--- config.mk ---
export PLATFORM = sky130hd
export DESIGN_NAME = pc_ctrl_flat
export DESIGN_NICKNAME = d
export VERILOG_FILES = /design/src/rtl/pc_ctrl_pkg.sv /design/src/rtl/pc_ctrl_if.sv /design/src/rtl/pc_ctrl_drain_cnt.sv /design/src/rtl/pc_ctrl.sv /design/src/flat_wrapper.sv
export SDC_FILE = /design/constraint.sdc
export NUM_CORES = 1
export LEC_CHECK = 0
export ABC_AREA = 1
export BUFFER_PORTS_ARGS = -buffer_cell sky130_fd_sc_hd__buf_4
export CORE_MARGIN = 4
export CORE_UTILIZATION = 45
export CTS_CLUSTER_SIZE = 8
export DETAILED_ROUTE_END_ITERATION = 10
export HOLD_SLACK_MARGIN = 0.12
export MAX_ROUTING_LAYER = met4
export PLACE_DENSITY = 0.74
export SETUP_SLACK_MARGIN = 0.1
export SLEW_MARGIN = 15
export SYNTH_ARGS = -nofsm -noshare
export SYNTH_HDL_FRONTEND = slang
export SYNTH_SLANG_ARGS = --single-unit
export TNS_END_PERCENT = 5
--- constraint.sdc ---
create_clock -name clk -period 4.55 [get_ports clk]
set_clock_uncertainty 0.2 [all_clocks]
set_input_delay 0.6825 -clock clk [delete_from_list [all_inputs] [get_ports clk]]
set_output_delay 0.6825 -clock clk [all_outputs]
set_load 0.01 [all_outputs]
--- src/rtl/pc_ctrl_pkg.sv ---
// Shared constants for the PC-source sequencer: pc_place codes, pc_select steps,
// FSM state encoding and the sequential-step helper.
package pc_ctrl_pkg;

  localparam logic [3:0] PLACE_SEQ   = 4'd0;
  localparam logic [3:0] PLACE_TRAP0 = 4'd1;
  localparam logic [3:0] PLACE_IVT   = 4'd5;
  localparam logic [3:0] PLACE_RET   = 4'd6;
  localparam logic [3:0] PLACE_CALL  = 4'd7;
  localparam logic [3:0] PLACE_RST   = 4'd8;

  localparam logic [1:0] SEL_HOLD = 2'b00;
  localparam logic [1:0] SEL_P2   = 2'b01;
  localparam logic [1:0] SEL_P4   = 2'b10;

  typedef logic [1:0] state_t;
  localparam state_t ST_RST   = 2'd0;
  localparam state_t ST_RUN   = 2'd1;
  localparam state_t ST_DRAIN = 2'd2;
  localparam state_t ST_VEC   = 2'd3;

  function automatic logic [1:0] seq_step(input logic stall, input logic is32);
    if (stall) return SEL_HOLD;
    return is32 ? SEL_P4 : SEL_P2;
  endfunction

endpackage

--- src/rtl/pc_ctrl_if.sv ---
// Request/control bundle between decode/execute (master) and the PC sequencer (slave).
interface pc_ctrl_if;
  // Handshake: there is no ready. Every request is sampled at each rising clk edge;
  // a request that is not taken on that edge is dropped and must be re-driven by its source.
  logic       stall;
  logic       instr_is32;
  logic       call_req;
  logic       ret_req;
  logic       trap_req;
  logic [1:0] trap_code;
  logic       int_req;
  logic [2:0] int_index;
  logic [3:0] pc_place;
  logic [1:0] pc_select;
  logic       enable_buf;
  logic       flush;
  logic [2:0] int_index_q;
  logic       int_busy;
  logic       int_ack;

  modport master (
    output stall, instr_is32, call_req, ret_req, trap_req, trap_code, int_req, int_index,
    input  pc_place, pc_select, enable_buf, flush, int_index_q, int_busy, int_ack
  );

  modport slave (
    input  stall, instr_is32, call_req, ret_req, trap_req, trap_code, int_req, int_index,
    output pc_place, pc_select, enable_buf, flush, int_index_q, int_busy, int_ack
  );
endinterface

--- src/rtl/pc_ctrl_drain_cnt.sv ---
// Loadable 3-bit down-counter timing the interrupt drain window; saturates at zero.
module pc_ctrl_drain_cnt (
  input  logic       clk,
  input  logic       rst_n,
  input  logic       load,
  input  logic [2:0] load_val,
  input  logic       dec,
  output logic       zero
);
  logic [2:0] cnt_q;

  always_ff @(posedge clk or negedge rst_n) begin
    if (!rst_n)                    cnt_q <= 3'd0;
    else if (load)                 cnt_q <= load_val;
    else if (dec && cnt_q != 3'd0) cnt_q <= cnt_q - 3'd1;
  end

  assign zero = (cnt_q == 3'd0);
endmodule

--- src/rtl/pc_ctrl.sv ---
// PC-source sequencer: arbitrates call/ret/trap/interrupt/sequential requests into registered
// fetch controls. Define PC_CTRL_INT_MASK_EN to block interrupt nesting until a return is taken.
module pc_ctrl
  import pc_ctrl_pkg::*;
#(
  parameter int DRAIN_CYCLES = 2,
  parameter int RESET_HOLD   = 1
) (
  input  logic           clk,
  input  logic           rst_n,
  pc_ctrl_if.slave       bus,
  output state_t         state_dbg
);
  localparam int HOLD_W = (RESET_HOLD > 1) ? $clog2(RESET_HOLD) : 1;
  localparam logic [HOLD_W-1:0] HOLD_LAST = HOLD_W'(RESET_HOLD - 1);

  state_t            state_q, state_d;
  logic [HOLD_W-1:0] hold_q, hold_d;
  logic [3:0]        place_q, place_d;
  logic [1:0]        sel_q, sel_d;
  logic              en_q, en_d, flush_q, flush_d;
  logic [2:0]        idx_q, idx_d;
  logic              busy_q, busy_d, ack_q, ack_d;
  logic              cnt_load, cnt_dec, cnt_zero;
  logic              int_masked, int_accept, ret_taken;

  pc_ctrl_drain_cnt u_drain_cnt (
    .clk      (clk),
    .rst_n    (rst_n),
    .load     (cnt_load),
    .load_val (3'(DRAIN_CYCLES - 1)),
    .dec      (cnt_dec),
    .zero     (cnt_zero)
  );

  assign ret_taken  = (state_q == ST_RUN) && bus.ret_req && !bus.call_req;
  assign int_accept = bus.int_req && !bus.stall && !int_masked;

`ifdef PC_CTRL_INT_MASK_EN
  logic int_active_q;
  always_ff @(posedge clk or negedge rst_n) begin
    if (!rst_n)                              int_active_q <= 1'b0;
    else if (state_q == ST_DRAIN && cnt_zero) int_active_q <= 1'b1;
    else if (ret_taken)                      int_active_q <= 1'b0;
  end
  assign int_masked = int_active_q;
`else
  assign int_masked = 1'b0;
`endif

  always_comb begin
    state_d  = state_q;
    hold_d   = hold_q;
    place_d  = PLACE_SEQ;
    sel_d    = SEL_HOLD;
    en_d     = 1'b0;
    flush_d  = 1'b0;
    idx_d    = idx_q;
    busy_d   = busy_q;
    ack_d    = 1'b0;
    cnt_load = 1'b0;
    cnt_dec  = 1'b0;
    case (state_q)
      ST_RST: begin
        place_d = PLACE_RST;
        if (hold_q == HOLD_LAST) begin
          state_d = ST_RUN;
          en_d    = 1'b1;
        end else begin
          hold_d = hold_q + HOLD_W'(1);
        end
      end
      ST_RUN: begin
        // Redirects win even over a stall; the interrupt only enters on a quiet, unstalled cycle.
        if (bus.call_req || bus.ret_req || bus.trap_req) begin
          flush_d = 1'b1;
          en_d    = 1'b1;
          if (bus.call_req)     place_d = PLACE_CALL;
          else if (bus.ret_req) place_d = PLACE_RET;
          else                  place_d = PLACE_TRAP0 + {2'b00, bus.trap_code};
        end else if (int_accept) begin
          state_d  = ST_DRAIN;
          cnt_load = 1'b1;
          idx_d    = bus.int_index;
          busy_d   = 1'b1;
          flush_d  = 1'b1;
        end else begin
          sel_d = seq_step(bus.stall, bus.instr_is32);
          en_d  = !bus.stall;
        end
      end
      ST_DRAIN: begin
        if (cnt_zero) begin
          state_d = ST_VEC;
          place_d = PLACE_IVT;
          ack_d   = 1'b1;
          en_d    = 1'b1;
        end else begin
          flush_d = 1'b1;
          cnt_dec = 1'b1;
        end
      end
      ST_VEC: begin
        state_d = ST_RUN;
        busy_d  = 1'b0;
        sel_d   = seq_step(bus.stall, bus.instr_is32);
        en_d    = !bus.stall;
      end
      default: begin
        state_d = ST_RST;
        place_d = PLACE_RST;
      end
    endcase
  end

  always_ff @(posedge clk or negedge rst_n) begin
    if (!rst_n) begin
      state_q <= ST_RST;
      hold_q  <= '0;
      place_q <= PLACE_RST;
      sel_q   <= SEL_HOLD;
      en_q    <= 1'b0;
      flush_q <= 1'b0;
      idx_q   <= 3'd0;
      busy_q  <= 1'b0;
      ack_q   <= 1'b0;
    end else begin
      state_q <= state_d;
      hold_q  <= hold_d;
      place_q <= place_d;
      sel_q   <= sel_d;
      en_q    <= en_d;
      flush_q <= flush_d;
      idx_q   <= idx_d;
      busy_q  <= busy_d;
      ack_q   <= ack_d;
    end
  end

  assign bus.pc_place    = place_q;
  assign bus.pc_select   = sel_q;
  assign bus.enable_buf  = en_q;
  assign bus.flush       = flush_q;
  assign bus.int_index_q = idx_q;
  assign bus.int_busy    = busy_q;
  assign bus.int_ack     = ack_q;
  assign state_dbg       = state_q;
endmodule

--- src/flat_wrapper.sv ---
// flat-port wrapper written by rule: the top's interface ports become plain ports
module pc_ctrl_flat import pc_ctrl_pkg::*;
#(
  parameter int DRAIN_CYCLES = 2,
  parameter int RESET_HOLD   = 1
)
  (clk, rst_n, state_dbg, bus_stall, bus_instr_is32, bus_call_req, bus_ret_req, bus_trap_req, bus_trap_code, bus_int_req, bus_int_index, bus_pc_place, bus_pc_select, bus_enable_buf, bus_flush, bus_int_index_q, bus_int_busy, bus_int_ack);
  pc_ctrl_if bus_i ();
  input  logic clk;
  input  logic rst_n;
  output state_t state_dbg;
  input wire logic [$bits(bus_i.stall)-1:0] bus_stall;
  input wire logic [$bits(bus_i.instr_is32)-1:0] bus_instr_is32;
  input wire logic [$bits(bus_i.call_req)-1:0] bus_call_req;
  input wire logic [$bits(bus_i.ret_req)-1:0] bus_ret_req;
  input wire logic [$bits(bus_i.trap_req)-1:0] bus_trap_req;
  input wire logic [$bits(bus_i.trap_code)-1:0] bus_trap_code;
  input wire logic [$bits(bus_i.int_req)-1:0] bus_int_req;
  input wire logic [$bits(bus_i.int_index)-1:0] bus_int_index;
  output wire logic [$bits(bus_i.pc_place)-1:0] bus_pc_place;
  output wire logic [$bits(bus_i.pc_select)-1:0] bus_pc_select;
  output wire logic [$bits(bus_i.enable_buf)-1:0] bus_enable_buf;
  output wire logic [$bits(bus_i.flush)-1:0] bus_flush;
  output wire logic [$bits(bus_i.int_index_q)-1:0] bus_int_index_q;
  output wire logic [$bits(bus_i.int_busy)-1:0] bus_int_busy;
  output wire logic [$bits(bus_i.int_ack)-1:0] bus_int_ack;
  assign bus_i.stall = bus_stall;
  assign bus_i.instr_is32 = bus_instr_is32;
  assign bus_i.call_req = bus_call_req;
  assign bus_i.ret_req = bus_ret_req;
  assign bus_i.trap_req = bus_trap_req;
  assign bus_i.trap_code = bus_trap_code;
  assign bus_i.int_req = bus_int_req;
  assign bus_i.int_index = bus_int_index;
  assign bus_pc_place = bus_i.pc_place;
  assign bus_pc_select = bus_i.pc_select;
  assign bus_enable_buf = bus_i.enable_buf;
  assign bus_flush = bus_i.flush;
  assign bus_int_index_q = bus_i.int_index_q;
  assign bus_int_busy = bus_i.int_busy;
  assign bus_int_ack = bus_i.int_ack;
  pc_ctrl #(.DRAIN_CYCLES(DRAIN_CYCLES), .RESET_HOLD(RESET_HOLD)) u_core (.clk(clk), .rst_n(rst_n), .bus(bus_i), .state_dbg(state_dbg));
endmodule
**Word-level counts from Yosys, hierarchy flattened**

Cells that the tools add are included.

- Divide/modulo/power cells: 0
- Equal/unequal tests: 7
- Shift operators: 0
- Multiplexer cells: 41
- Magnitude comparators: 0
- Reductions and logical operators: 13
- $mul: 0
- Bitwise logic cells: 1
- Add/sub/neg operators: 3

Operators by type and width:

| kind | count |
|---|---|
| $mux 2 | 10 |
| $mux 1 | 19 |
| $mux 4 | 3 |
| $pmux 4 s3 | 1 |
| $mux 3 | 3 |
| $pmux 2 s4 | 1 |
| $reduce_and 3->1 | 2 |
| $eq 2x2->1 const B | 2 |
| $ne 2x1->1 const B | 2 |
| $ne 2x2->1 const B | 2 |
| $pmux 1 s2 | 2 |
| $pmux 1 s4 | 1 |
| $pmux 2 s2 | 1 |
| $reduce_and 4->1 | 1 |
| $reduce_bool 2->1 | 2 |
| $add 1x2->3 const A | 1 |
| $logic_not 3->1 | 1 |
| $reduce_bool 3->1 | 1 |
| $sub 3x1->3 const B | 1 |
| $eq 2x1->1 const B | 1 |
| $logic_and 1x1->1 | 2 |
| $logic_not 2->1 | 1 |
| $logic_or 1x1->1 | 2 |
| $add 1x1->1 const B | 1 |
| 2 further kinds | 2 |

- Memories kept: 0
- Bits in latches: 0
- Bits of input ports: 13
- Memory bits (read-only): 0
- Word-level logic and storage cells: 75
- Output and inout bits: 15
- Bits in registers: 19
- RAM bits: 0

**Logic depth before layout (Yosys ltp)**

Gate-level depths: netlist of run 1.

- Depth in word-level cells: 9
- Depth in mapped cells: 8
- Mapped depth without buffers: 8

**Modules after synthesis**

From an unflattened synthesis of run 1, not the netlist that was laid out.

- Cell total of the unflattened synthesis: 118
- Area total of the unflattened synthesis: 1008.5 um^2

By module, submodules not included:

| module | cells an instance | instances | area each (um^2) | sequential area each (um^2) |
|---|---|---|---|---|
| pc_ctrl | 91 | 1 | 815.8 | 376.6 |
| pc_ctrl_drain_cnt | 27 | 1 | 192.7 | 75.1 |

**Worst setup path after synthesis of run 1**

OpenSTA, ideal clock, no wires.

- Path type: input-to-reg
- Start: input port bus_trap_code[0]
- End: register u_core.place_q[2] (netlist: u_core.bus.pc_place[2])
- Cell stages on the path: 4
- Data required time: 4.233 ns
- Data arrival time: 1.240 ns
- Path buffers: 0
- Path slack: 2.993 ns
- Library setup time: 0.117 ns
- Cell sequence: ha_1 or2_2 nand3_1 nand2_1

- Cells in the longest elaborated chain, start to end: 5

Ends and longest elaborated chain:

| item | RTL line | RTL |
|---|---|---|
| from (decl) | flat_wrapper.sv:17 | `input wire logic [$bits(bus_i.trap_code)-1:0] bus_trap_code;` |
| $add 1x2->3 | pc_ctrl.sv:80 | `else place_d = PLACE_TRAP0 + {2'b00, bus.trap_code};` |
| $mux 4 | pc_ctrl.sv:79 | `else if (bus.ret_req) place_d = PLACE_RET;` |
| $mux 4 | pc_ctrl.sv:78 | `if (bus.call_req) place_d = PLACE_CALL;` |
| $mux 4 | pc_ctrl.sv:75 | `if (bus.call_req \|\| bus.ret_req \|\| bus.trap_req) begin` |
| $pmux 4 s3 | pc_ctrl.sv:63 | `case (state_q)` |
| named net u_core.place_d[2] | pc_ctrl.sv:19 | `logic [3:0] place_q, place_d;` |
| to (signal assigned) | pc_ctrl.sv:130 | `place_q <= place_d;` |
| to (decl) | pc_ctrl.sv:19 |  |

The timed path passes the listed nets, and every way through them passes these cells.
A chain may end at the register's enable or synchronous reset.

**Worst setup path after layout of run 1**

- Start: register u_core.place_q[3] (netlist: u_core.bus.pc_place[3])
- End: output port bus_pc_place[3]

RTL lines:

| item | RTL line | RTL |
|---|---|---|
| to (decl) | flat_wrapper.sv:20 | `output wire logic [$bits(bus_i.pc_place)-1:0] bus_pc_place;` |

No word-level cell between the ends.

==> results of run 1 <==
==> final cells by class <==
class                      count  area share [%]
tap                           25            2.67
clock buffer                   4            3.10
timing repair buffer          28            18.2
multi-input combinational     65            31.4
sequential                    18            38.6
inverter                      19            6.09
==> synth_stat cells <==
cell type / instances
a21oi_1: 4
nor3_1: 2
dfstp_2: 1
a21oi_2: 1
dfrtp_1: 17
or2_2: 1
inv_2: 1
o21ai_0: 1
inv_1: 18
nand2_2: 2
nand2_1: 25
nand4_1: 2
nand3_2: 1
or2_0: 2
nand3_1: 7
nor2_4: 1
ha_1: 8
nor2_1: 8
==> worst max-delay path by stage <==
stage                                      start                   endpoint  slack (ns)  cells after the start
after floorplan                 bus_trap_code[0]     u_core.bus.pc_place[2]        2.99                      4
after global routing         u_core.state_dbg[0]               state_dbg[0]        2.70                      1
final                     u_core.bus.pc_place[3]            bus_pc_place[3]        2.75                      1
after global placement              bus_call_req  u_core.bus.int_index_q[2]        2.83                      7
after detailed placement            bus_call_req        u_core.state_dbg[0]        2.81                      7
after CTS                 u_core.bus.pc_place[3]            bus_pc_place[3]        2.74                      1
==> power by group through the flow <==
stage               Combinational (mW)  Clock (mW)  Sequential (mW)
floorplan                        0.185           0            0.291
global placement                 0.337           0            0.266
detailed placement               0.348           0            0.268
CTS                              0.352      0.0985            0.266
global route                     0.399       0.107            0.272
finish                           0.348      0.0960            0.265
==> logic make-up (layout without fill, tap and decap cells) <==
family,count (synthesis),count (layout)
buffers and inverters,19,51
adder cells (fa/ha/maj),8,8
AND/OR/NAND/NOR,51,51
flip-flops,18,18
AO/OA/AOI/OAI,6,6
==> per-layer routing <==
metal / vias up / part of all wire (%) / wire length, um
met5: - / 0 / 0
met4: 0 / 1.5 / 27
met3: 4 / 5.4 / 98
met2: 16 / 52 / 951
met1: 335 / 41 / 748
li1: 376 / - / -
==> sequential cells by signal, summed over array words and instances, names as in the netlist <==
name and flops:
u_core.bus.pc_place 4, u_core.bus.int_index_q 3, u_core.u_drain_cnt.cnt_q 3, u_core.bus.pc_select 2, u_core.state_dbg 2, u_core.bus.enable_buf 1
u_core.bus.flush 1, u_core.bus.int_ack 1, u_core.bus.int_busy 1
==> per-stage QoR <==
step / setup WS (ns) / std cells / util (%)
after CTS: 2.74 / 159 / 65.0
final: 2.75 / 159 / 65.0
after floorplan: 2.99 / 102 / -
after global routing: 2.70 / 159 / 65.0
after detailed placement: 2.81 / 154 / 62.4
after global placement: 2.83 / 154 / 62.4
==> placed cells by master, fill, tap and decap left out <==
| master | n |
|---|---|
| inv_1 | 18 |
| a21oi_1 | 4 |
| clkbuf_8 | 1 |
| nand2_2 | 2 |
| nand4_1 | 2 |
| dlygate4sd3_1 | 1 |
| buf_4 | 27 |
| inv_2 | 1 |
| nand3_1 | 7 |
| nor2_4 | 1 |
| or2_0 | 2 |
| or2_2 | 1 |
| o21ai_0 | 1 |
| nand3_2 | 1 |
| dfstp_2 | 1 |
| ha_1 | 8 |
| nand2_1 | 25 |
| a21oi_2 | 1 |
| nor3_1 | 2 |
| dfrtp_1 | 17 |
| clkbuf_4 | 3 |
| nor2_1 | 8 |
==> timing repair <==
| item | in CTS | in global routing |
|---|---|---|
| buffers inserted | 0 | 0 |
| hold buffers | 1 | 0 |
| hold endpoints to repair | 17 | 0 |
| endpoints found under the setup margin | 0 | 0 |
==> impl_results.md, run 1 <==
* Crit path max fanout at 1
* Worst-path cell chain: buf_4
* Vias at 731
* Initial Util at 49.4%
* Root Buffer: clkbuf_4
* Die Y at between 50 and 60 um
* Cell Area, Placed at 0.00112 mm2
* Tot GR Track Use at 15.8%
* # nets final at approximately 160
* Sw power at 275 uW
* Core Footprint at 0.00180 mm2
* Post-synthesis cell count at slightly above 100
* Routability Congestion at 0.769
* Register area share after synthesis at slightly above 50%
* Synthesized Nets at 123
* Share of the synthesized area in the top cell type at 47.8%
* I/O Buffers at 27
* Layout cells sized above 1 at 29.1%
* CP endpoint kind: primary output
* Top post-synthesis cells by area: dfrtp_1, ha_1, nand2_1, inv_1, nand3_1
* Worst hold path class: reg -> reg
* Hold EP: u_core.bus.int_index_q[2]
* Worst reg2reg setup slack at 2.89 ns
* Die area at 0.00276 mm2
* Drt total wl at about 1800 um
* CTS tree: done
* Multiplexer share of the synthesized area at 0%
* RSZ-0062 raised after global routing: no
* Met2 usage at 26.7%
* M3 GR Usage at 3.13%
* WHS at ~0.29 ns
* Die width at 52.5 um
* Largest net degree at the start of global routing at 19
* CTS Buffer Depth at 2
* Relative slew margins at 84.1%
* CP top delay family: flip-flops
* Clk Latency, worst-skew pair at 0.29 ns
* Synth Area in Compound Gates at 3.79%
* Hold Path Depth at 2
* Drt drc at 0
* Total grt overflow at 0
* Slowest stage delay, CP at 0.53 ns
* Reg2reg path depth at 7
* Clk slew on worst S/H paths at about 0.10 ns
* ANT nets after route at 0
* WS Path Type: reg -> out
* Clock power frac at 13.5%
* Setup crit start kind: register
* TritonRoute pass-1 iters at 4
* Reg power frac at about 37%
* Slowest CP cell: dfstp_2
* Busiest metal layer after global routing: met2
* Vias in the first global route at 720
* # resized after CTS at 0
* Largest family of logic cells by synthesized area: simple AND/OR/NAND/NOR gates
* Detailed placement HPWL at ~1400 um
* PwrDens at 606 mW/mm2
* Multi-input gate area at 368 um2
* FF+latch count, synth at 18
* Switching power share of the total at 38.8%
* CTS Buf Count at 3
* Antenna Cells at 0
* Mean Syn Cell Area at 8.73 um2
* Setup Viol. Count Final at 0
* Worst-margin pin slew at 0.237 ns
* Number of fillers in the final layout at 151
* Data arrival time of the critical path at 0.92 ns
* Initial antenna violation count at 0
* Leading area contributor after synthesis: dfrtp_1
* Reg2reg end: u_core.bus.int_index_q[2]
* Worst hold start: u_core.bus.int_index_q[2]
* WP buf/inv at 1
* Design area at 0.00117 mm2
* Pint at 434 uW
* Post-Syn Area at between 800 and 900 um2
* Reg2reg start: u_core.state_dbg[1]
* Logic gate share of total power at around 49%
* Tot Pwr at between 700 and 800 uW
* Leakage dissipation at 0.675 nW
* Ys Warns at 0
* Post-synthesis simple-gate area fraction at 26.3%
* Max cap viols at 0
* CTS sink cnt at 18
* Num rows at 15
* XOR/XNOR Fraction of Synth Area at 0%
* Final Slew Violations at 0
* Syn-to-layout area delta at 31.5%
* Drt wl/cell at 11.5 um
* Peak Freq at 555 MHz
* Run status: completed
* Final TNS setup at 0 ns
* First-pass GRT wire length at a little over 3000 um
* Final Critical Period at 1.80 ns
* Synth Area in Adders at between 10 and 15%
* Grt met1 use at 18.2%
* H-tree depth at 1
* Final count of hold timing violations at 0
* Storage cell area at 452 um2
* Top Ports at 28
* Final worst path period share at around two fifths
* Unique cell type count in the Yosys netlist at 18
* First DRT Iteration DRCs at 7
* Max VDD drop at approximately 0.0003 V
* Worst EP required at 3.67 ns
* Vias per inst at 4.60
No activity file was read; power rests on OpenSTA's default activity.
==> run 2, diff against run 1 <==
==> constraint.sdc (replaced) <==
create_clock -name clk -period 1.8 [get_ports clk]
set_clock_uncertainty 0.2 [all_clocks]
set_input_delay 0.27 -clock clk [delete_from_list [all_inputs] [get_ports clk]]
set_output_delay 0.27 -clock clk [all_outputs]
set_load 0.01 [all_outputs]
==> run 2 against run 1 <==
Sequential power grew to 2.6 times the previous value. Highest routed layer unchanged. Combinational power grew to 2.7 times the previous value. First-iteration DRC count grew 43%. Largest power group unchanged. Critical path type is now reg -> reg. Utilization grew 4.9 points.
==> impl_results.md, run 2 (synthesis gave the netlist of run 1 again) <==
* Detailed placement HPWL at 1400 um
* Peak Freq at 613 MHz
* Max VDD drop at 0.000876 V
* Antenna Cells at 0
* Core Footprint at 0.00180 mm2
* Core Util, Final at between 60% and 70%
* Vias per inst at 4.61
* Die area at 0.00276 mm2
* Final Slew Violations at 0
* Slowest CP cell: dfrtp_1
* Root Buffer: clkbuf_4
* Final count of hold timing violations at 0
* Max cap viols at 0
* CTS Buf Count at 3
* Run status: completed
* Worst hold path class: in -> reg
* Design area at 0.00126 mm2
* Tot GR Track Use at 15.7%
* Routability Congestion at 0.770
* Vias at about 770
* CP top delay family: adder cells
* CTS Buffer Depth at 2
* Worst-margin pin slew at ~0.24 ns
* Slowest stage delay, CP at 0.36 ns
* ANT nets after route at 0
* Setup Viol. Count Final at 0
* Most frequent cells in the layout: buf_4, nand2_1, inv_1, dfrtp_1, dlygate4sd3_1
* RSZ-0062 raised after global routing: yes
* Worst reg2reg setup slack at 0.17 ns
* Cell mode on critical path: ha_1
* First-pass GRT wire length at slightly above 3000 um
* Clk slew on worst S/H paths at 0.10 ns
* Relative slew margins at 83.7%
* Reg2reg path depth at 7
* Initial Util at 49.4%
* WHS at 0.141 ns
* Layout cells sized above 1 at 29.8%
* I/O Buffers at 27
* Worst path depth at 7
* CP Launch Point: u_core.u_drain_cnt.cnt_q[0]
* Num rows at 15
* Most common cell after layout, fill and taps aside: buf_4
* Syn-to-layout area delta at 41.3%
* Drt drc at 0
* Vias in the first global route at 737
* Tot Pwr at 1.83 mW
* Number of fillers in the final layout at 152
* Largest register FFs at 4
* Total grt overflow at 0
* Worst-path cell chain: inv_1, ha_1, ha_1, inv_2, nand2_4, or2_0, a21oi_1
* WS Path Type: reg -> reg
* Reg2reg end: u_core.u_drain_cnt.cnt_q[2]
* Drt total wl at 1950 um
* Setup crit start kind: register
* Initial antenna violation count at 0
* WP buf/inv at 2
* Postcts setup bufs at 0
* Top Ports at 28
* CTS sink cnt at 18
* CTS tree: done
* Final Critical Period at 1.63 ns
* Reg2reg start: u_core.u_drain_cnt.cnt_q[0]
* TritonRoute pass-1 iters at 4
* Die width at 52.5 um
* Largest net degree at the start of global routing at 19
* Clk Latency, worst-skew pair at 0.29 ns
* Final worst path period share at about nine tenths
* First DRT Iteration DRCs at 10
* Crit path max fanout at 9
* CP endpoint: u_core.u_drain_cnt.cnt_q[2]
* Worst EP required at ~1.8 ns
* # nets final at between 150 and 200
* H-tree depth at 1
* Die Y at 52.5 um
* CP endpoint kind: register
* Data arrival time of the critical path at 1.65 ns
* Cell Area, Placed at between 0.001 and 0.0015 mm2
* Final TNS setup at 0 ns
* PwrDens at roughly 1500 mW/mm2
* Leakage dissipation at 0.705 nW
* Drt wl/cell at between 10 and 15 um
## run 2: timing repair
item | 4_1_cts | 5_1_grt
setup endpoints to repair | 0 | 13
hold buffers | 8 | 0
gates resized for setup | 0 | 7
endpoints found under the hold margin | 25 | 0
## run 2: worst min-delay path, delay by kind of cell
family | cells | cell delay [ns]
simple gates | 3 | 0.22
buf+inv | 1 | 0.10
## run 2: routing by layer
layer  vias up  share of wire (%)  GRT usage (%)  wire, um
li1        392                  -              -         -
met1       345                 44           19.5       856
met2        26                 50           24.6       976
met3         2                5.2           3.13       102
met4         0               0.51           6.81        10
met5         -                  0              -         0
## run 2: layout make-up
class	count	area (um2)	area share, %
Clock buffer	4	26.3	2.09
Inverter	19	71.3	5.67
Multi-Input combinational cell	65	395	31.4
Sequential cell	18	452	35.9
Tap cell	25	31.3	2.49
Timing Repair Buffer	35	283	22.5
## run 2: where the power goes
part	total [mW]	switching [mW]	internal, mW
sequential	0.678	0.0980	0.580
clock	0.204	0.118	0.0861
combinational	0.952	0.517	0.435
## run 2: worst min path at each step
stage,to,start,cells after the start
after floorplan,u_core.bus.enable_buf,rst_n,0
after global placement,u_core.bus.int_index_q[1],rst_n,1
after detailed placement,u_core.bus.int_index_q[1],rst_n,1
after CTS,u_core.bus.enable_buf,bus_int_req,4
after global routing,u_core.bus.enable_buf,bus_int_req,4
final,u_core.bus.enable_buf,bus_int_req,4
## run 2: through the flow
stage | cells | worst slack (ns)
2_1_floorplan | 102 | 0.268
3_3_place_gp | 154 | 0.176
3_5_place_dp | 154 | 0.156
4_1_cts | 166 | 0.131
5_1_grt | 166 | 0.0777
6_report | 166 | 0.168
